## src/rtl/lab3_sequence_generator_if.sv

```systemverilog
// Request/response bundle between a pattern source and the serial sequence generator.
interface lab3_sequence_generator_if #(
  parameter int WIDTH = 8,
  parameter int LW    = 4
);
  logic             start;
  logic [WIDTH-1:0] pattern;
  logic [LW-1:0]    len;
  logic [3:0]       reps;
  logic             x;
  logic             valid;
  logic             busy;
  logic             done;

  modport master (
    output start, pattern, len, reps,
    input  x, valid, busy, done
  );

  modport slave (
    input  start, pattern, len, reps,
    output x, valid, busy, done
  );
endinterface

```

## src/rtl/lab3_sequence_generator.sv

```systemverilog
// Serial LSB-first pattern transmitter with back-to-back replay; all outputs
// are registered from the next-state decode so nothing flows input-to-output.
module lab3_sequence_generator #(
  parameter int WIDTH = 8,
  parameter int LW    = 4
) (
  input logic                      clk,
  input logic                      rst,
  lab3_sequence_generator_if.slave bus
);
  localparam int IW = (WIDTH > 1) ? $clog2(WIDTH) : 1;

  typedef enum logic [1:0] {
    IDLE = 2'd0,
    SEND = 2'd1,
    DONE = 2'd2
  } state_t;

  state_t           state_r, state_s;
  logic [WIDTH-1:0] pat_r, pat_s;
  logic [LW-1:0]    len_r, len_s;
  logic [3:0]       rep_r, rep_s;
  logic [IW-1:0]    idx_r, idx_s;
  logic             x_r, x_s;
  logic             valid_r, valid_s;
  logic             busy_r, busy_s;
  logic             done_r, done_s;
  logic             legal_s;
  logic             last_s;

  assign legal_s = (bus.len != {LW{1'b0}}) && (bus.len <= LW'(WIDTH));
  assign last_s  = (LW'(idx_r) == (len_r - LW'(1)));

  // Next-state, capture and next-output decode
  always_comb begin
    state_s = state_r;
    pat_s   = pat_r;
    len_s   = len_r;
    rep_s   = rep_r;
    idx_s   = idx_r;
    case (state_r)
      IDLE: begin
        if (bus.start && legal_s) begin
          state_s = SEND;
          pat_s   = bus.pattern;
          len_s   = bus.len;
          rep_s   = bus.reps;
          idx_s   = {IW{1'b0}};
        end else begin
          state_s = IDLE;
        end
      end
      SEND: begin
        if (!last_s) begin
          idx_s = idx_r + IW'(1);
        end else if (rep_r != 4'd0) begin
          rep_s = rep_r - 4'd1;
          idx_s = {IW{1'b0}};
        end else begin
          state_s = DONE;
          idx_s   = {IW{1'b0}};
        end
      end
      DONE: begin
        state_s = IDLE;
      end
      default: begin
        state_s = IDLE;
        idx_s   = {IW{1'b0}};
        rep_s   = 4'd0;
      end
    endcase

    // Outputs are a pure function of the state being entered, then registered
    if (state_s == SEND) begin
      x_s = pat_s[idx_s];
    end else begin
      x_s = 1'b0;
    end
    valid_s = (state_s == SEND);
    busy_s  = (state_s == SEND) || (state_s == DONE);
    done_s  = (state_s == DONE);
  end

  // State, captured request and output registers
  always_ff @(posedge clk or negedge rst) begin
    if (!rst) begin
      state_r <= IDLE;
      pat_r   <= {WIDTH{1'b0}};
      len_r   <= {LW{1'b0}};
      rep_r   <= 4'd0;
      idx_r   <= {IW{1'b0}};
      x_r     <= 1'b0;
      valid_r <= 1'b0;
      busy_r  <= 1'b0;
      done_r  <= 1'b0;
    end else begin
      state_r <= state_s;
      pat_r   <= pat_s;
      len_r   <= len_s;
      rep_r   <= rep_s;
      idx_r   <= idx_s;
      x_r     <= x_s;
      valid_r <= valid_s;
      busy_r  <= busy_s;
      done_r  <= done_s;
    end
  end

  assign bus.x     = x_r;
  assign bus.valid = valid_r;
  assign bus.busy  = busy_r;
  assign bus.done  = done_r;
endmodule

```

## src/flat_wrapper.sv

```systemverilog
// flat-port wrapper written by rule: the top's interface ports become plain ports
module lab3_sequence_generator_flat 
#(
  parameter int WIDTH = 8,
  parameter int LW    = 4
)
  (clk, rst, bus_start, bus_pattern, bus_len, bus_reps, bus_x, bus_valid, bus_busy, bus_done);
  lab3_sequence_generator_if #(.WIDTH(WIDTH), .LW(LW)) bus_i ();
  input logic clk;
  input logic rst;
  input wire logic [$bits(bus_i.start)-1:0] bus_start;
  input wire logic [$bits(bus_i.pattern)-1:0] bus_pattern;
  input wire logic [$bits(bus_i.len)-1:0] bus_len;
  input wire logic [$bits(bus_i.reps)-1:0] bus_reps;
  output wire logic [$bits(bus_i.x)-1:0] bus_x;
  output wire logic [$bits(bus_i.valid)-1:0] bus_valid;
  output wire logic [$bits(bus_i.busy)-1:0] bus_busy;
  output wire logic [$bits(bus_i.done)-1:0] bus_done;
  assign bus_i.start = bus_start;
  assign bus_i.pattern = bus_pattern;
  assign bus_i.len = bus_len;
  assign bus_i.reps = bus_reps;
  assign bus_x = bus_i.x;
  assign bus_valid = bus_i.valid;
  assign bus_busy = bus_i.busy;
  assign bus_done = bus_i.done;
  lab3_sequence_generator #(.WIDTH(WIDTH), .LW(LW)) u_core (.clk(clk), .rst(rst), .bus(bus_i));
endmodule
```

## config.mk

```make
export PLATFORM = sky130hd
export DESIGN_NAME = lab3_sequence_generator_flat
export DESIGN_NICKNAME = d
export VERILOG_FILES = /design/src/rtl/lab3_sequence_generator_if.sv /design/src/rtl/lab3_sequence_generator.sv /design/src/flat_wrapper.sv
export SDC_FILE = /design/constraint.sdc
export NUM_CORES = 1
export LEC_CHECK = 0
export CORE_MARGIN = 1
export CORE_UTILIZATION = 58
export CTS_BUF_LIST = sky130_fd_sc_hd__clkbuf_4
export DETAILED_ROUTE_END_ITERATION = 12
export PLACE_DENSITY_LB_ADDON = 0.25
export SLEW_MARGIN = 5
export SYNTH_ARGS = -nofsm -noshare
export SYNTH_HDL_FRONTEND = slang
export SYNTH_SLANG_ARGS = --single-unit
```

## constraint.sdc

```tcl
create_clock -name clk -period 6.1 [get_ports clk]
set_input_delay 1.22 -clock clk [delete_from_list [all_inputs] [get_ports clk]]
set_output_delay 1.22 -clock clk [all_outputs]
set_load 0.01 [all_outputs]
```

* Word-level counts from Yosys, hierarchy flattened *
Index checks and enable logic that the tools add are counted.

word-level totals
  register bits = 25
  bits of input ports = 19
  output and inout port bits = 4
  word-level logic and storage cells = 47

operators by class
  add/subtract/negate cells = 3
  magnitude comparators = 2
  equal/unequal tests = 8
  multiplexer cells = 16
  bitwise operators = 1
  reduce and logical (&&, ||, !) cells = 8

operators with widths
  operator             count
  $mux 8               2
  $mux 4               3
  $pmux 4 s3           1
  $pmux 3 s3           1
  $reduce_bool 4->1    2
  $sub 4x1->4 const B  2
  $mux 3               2
  $ne 2x1->1 const B   3
  $eq 2x1->1 const B   2
  $eq 2x2->1 const B   2
  $eq 3x4->1           1
  $le 4x4->1 const B   1
  $lt 3x4->1 const B   1
  $mux 2               2
  $pmux 2 s2           1
  $reduce_and 4->1     1
  $add 3x1->3 const B  1
  $bmux 1 s3           1
  $mux 1               3
  $logic_and 1x1->1    2
  $logic_not 2->1      1
  $reduce_and 2->1     1
  $logic_or 1x1->1     1
  $not 1->1            1

* Longest topological paths before layout *
  word-level depth = 8
  gate-level depth with buffers = 10
  depth with buffers taken out = 10

* Worst setup path after synthesis *
No wires, ideal clock.

  path kind = input port to flip-flop
  from = input port bus_len[1]
  to = register u_core.x_r, in the netlist u_core.bus.x
  library setup time = 0.126 ns
  arrival = 2.939 ns
  data required time = 5.974 ns
  slack = 3.035 ns
  stages = 8
  path buffers = 1
  cell sequence = or4_4 nand4b_2 buf_4 mux2_4 nor3_1 nor3b_1 a211o_1 o311a_1

between the ends
  longest elaborated chain between the ends = 8
  elaborated cells between the ends (all ways) = 14
  classes of those cells = order compare (1); eq/ne (1); mux (9); reduce/logical (3)

ends and longest elaborated chain
  item                                             line                            source
  start: declaration                               flat_wrapper.sv:13              input wire logic [$bits(bus_i.len)-1:0] bus_len;
  $le 4x4->1 or $reduce_bool 4->1 (tied branches)  lab3_sequence_generator.sv:31   assign legal_s = (bus.len != {LW{1'b0}}) && (bus.len <= LW'(WIDTH));
  $logic_and 1x1->1 (*)                            lab3_sequence_generator.sv:31
  $logic_and 1x1->1 (*)                            lab3_sequence_generator.sv:43   if (bus.start && legal_s) begin
  $mux 8 (*)                                       lab3_sequence_generator.sv:43
  $mux 8 (*)                                       lab3_sequence_generator.sv:41   case (state_r)
  net u_core.pat_s[4]                              lab3_sequence_generator.sv:20   logic [WIDTH-1:0] pat_r, pat_s;
  $bmux 1 s3 (*)                                   lab3_sequence_generator.sv:76   x_s = pat_s[idx_s];
  $mux 1 (not written as such) (*)                 lab3_sequence_generator.sv:76
  $mux 1 (*)                                       lab3_sequence_generator.sv:75   if (state_s == SEND) begin
  net u_core.x_s                                   lab3_sequence_generator.sv:24   logic x_r, x_s;
  end signal: assignment                           lab3_sequence_generator.sv:103  x_r <= x_s;
  end: declaration                                 lab3_sequence_generator.sv:24

The timed path passes the listed nets; every way through them passes the cells marked *. The select of a mux whose other input is x is not followed.
A chain may end at the register's enable or synchronous reset.

* Worst setup path in the final report *
Same ends and word-level chain as after synthesis.

==> impl_metrics.ini <==
[clock_tree]
cts_resized = 0
cts_max_level = 1
insertion_delay_ns = 0.31
cts_root_buffer = clkbuf_4
cts_tree = done
hold_buffers = 0
cts_sinks = 25
postCtsSetupBuffers = 0
clk_pin_slew_ns = 0.13
numCtsBuffers = 3
clockBufferDepth = 2

[placed_design]
place_congestion = 0.811
port_buffers = 22
hpwl_um = 1860
dp_cells = 162

[floorplan]
num_io_pins = 23
die_h_um = 50.3
num_rows = 17
dieArea_sq_um = 2530
start_util_pct = 61.1
core_area_sq_um = 2210
die_w_um = 50.3

[synthesis]
avgSynthCellArea_sq_um = 11.9
yosysSeqAreaShare_pct = 46.3
synth_nets = 139
ys_seq_elements = 25
yosysUniqueCellTypes = 42
yosysWarningCount = 0
synthCells = 114
synthesis.area_sq_um = 1350

[route]
drc = 0
wl_per_cell_um = 14.6
firstDrtPassIters = 6
postRouteWirelength_um = 2430
via_count = 919
antenna_left = 0
drt-vias-per-instance = 5.54
drtIter0Drc = 9

[cells_and_area]
syn_to_final_growth_pct = 20.2
finalNonFillerCells = 166
diodes = 0
drive_gt1_share_pct = 18.8
final_nets = 164

[timing]
finalHoldViolCount = 0
fin_tns_setup_ns = 0
period_needed_ns = 3.45
post-route-period-util_pct = 56.6
fmax_mhz = 290
setup_viol = 0
rsz0062_at_grt = no
worst_pin_slew_ns = 1.07
skew_ns = 0.00975
drv_slew = 0
slew_headroom_pct = 28.1

[critical_path]
max_stage_delay_ns = 0.47
worstSetupEndpointType = flip-flop
crit_path_start_kind = input pin
cp_max_fo = 13
cp.required_ns = 6.32
arrival_ns = 3.67
critPathSlowestCell = nand4b_2
path_delay_family = compound AO/OA/AOI/OAI gates
crit_buf_inv = 1
worstSetupPathType = in2reg
worstPathCellList = clkdlybuf4s50_1 > o31ai_2 > nand4b_2 > mux2_2 > o21bai_1 > nor3b_1 > a211o_1 > o311a_1

[power]
p_leak_nw = 0.745
p_per_area_nw_per_um2 = 482
ir_drop_v = 0.000323

[grt]
grt_remaining_overflow = 0
antenna_found_initial = 0
grt_pass1_vias = 892
grt_util_all_layers_pct = 22.0
grt_start_max_net_pins = 26
grt_pass1_wl_um = 4030

[outcome]
status = finished, final reports clean

[job]
maxCapViolCount = 0

[hold_path]
min_path_type = reg2reg
==> registers in the layout, indices dropped and copies added, names as in the netlist <==
name              flops
u_core.bus.valid      1
u_core.idx_r          3
u_core.rep_r          4
u_core.pat_r          8
u_core.bus.done       1
u_core.bus.x          1
u_core.state_r        2
u_core.bus.busy       1
u_core.len_r          4
==> cells by family after synthesis <==
kind of cell,Yosys count,synth area share (%)
mux,16,13.6
xor+xnor,4,4.26
simple gates,25,12.1
fa+ha+maj,6,5.56
compound gates,25,14.2
buf+inv,13,3.98
flops,25,46.3
==> worst paths after layout <==
kind	start	slack [ns]	end	depth (start not counted)
worst max-delay path	bus_len[1]	2.65	u_core.bus.x	8
min in group asynchronous	rst	1.47	u_core.rep_r[3]	1
worst min register to register	u_core.pat_r[3]	0.50	u_core.pat_r[3]	1
worst max register to register	u_core.len_r[0]	3.50	u_core.bus.x	9
worst min-delay path	u_core.pat_r[3]	0.50	u_core.pat_r[3]	1
max in group asynchronous	rst	3.98	u_core.len_r[3]	1
==> cell usage after synthesis, drive strengths merged <==
library cell  count  share of area, %
o31a              2               1.3
a211oi            1              0.56
nand2b            2              0.93
or3               2              0.93
xor3              1               1.8
o21ai             2              0.74
and2b             1              0.74
o21bai            1              0.56
or4               1              0.83
nor3b             1              0.56
a22o              1              0.74
xnor2             3               2.5
and2              1              0.65
dfrtp            25                46
nand4b            1               1.1
a31oi             1              0.93
a21oi             5               1.9
nor2              5               1.6
a31o              1              0.65
o311a             1              0.74
nand2             7               1.9
a221oi            1              0.65
mux2             13                11
inv              11               3.1
o21a              1              0.56
a211o             1              0.65
or2b              1              0.56
nor3              3               2.3
ha                6               5.6
buf               2              0.93
a21boi            2               1.1
mux2i             3               2.2
o31ai             5               3.1
==> per-layer routing <==
layer | wire, um | track usage [%] | vias up
met2 | 1230 | 37.3 | 13
met1 | 1120 | 27.5 | 450
li1 | - | - | 454
met5 | 0 | 0 | -
met4 | 17 | 9.52 | 0
met3 | 60 | 3.64 | 2
==> report_power, final <==
group / total (W) / switching, W / internal, W
Combinational: 0.000421 / 0.000202 / 0.000219
Sequential: 0.000285 / 0.0000504 / 0.000235
Clock: 0.0000759 / 0.0000459 / 0.0000300
==> per-stage QoR <==
stage / total power [W] / instance area [sq um] / utilization [%] / hold WS [ns] / setup slack (ns)
final: 0.000782 / 1620 / 73.4 / 0.502 / 2.65
after global placement: 0.000688 / 1590 / 72.1 / 0.469 / 2.37
after detailed placement: 0.000709 / 1590 / 72.1 / 0.480 / 2.31
after global routing: 0.000838 / 1620 / 73.4 / 0.530 / 2.53
after CTS: 0.000787 / 1620 / 73.4 / 0.508 / 2.67
after floorplan: 0.000611 / 1350 / - / 0.460 / 3.04
==> placed cells by master, fill, tap and decap left out, types with 2 or more instances in the layout <==
cell type	count
or3_1	2
nand2_1	7
mux2i_1	3
mux2_4	2
ha_1	6
clkdlybuf4s50_1	22
xnor2_1	2
nor2_1	4
mux2_1	3
dfrtp_1	25
inv_1	11
a21oi_1	5
o31a_1	2
mux2_2	8
nand2b_1	2
clkbuf_4	4
a21boi_0	2
o31ai_1	4
==> area by class of cell <==
cell class | instances | area [sq um]
clock buffer | 4 | 30.0
fill | 160 | 588
inverter | 11 | 41.3
timing repair buffer | 22 | 220
tap | 28 | 35.0
multi-input combinational | 76 | 672
sequential | 25 | 626
Note: power is estimated with default switching activity, not from simulation.
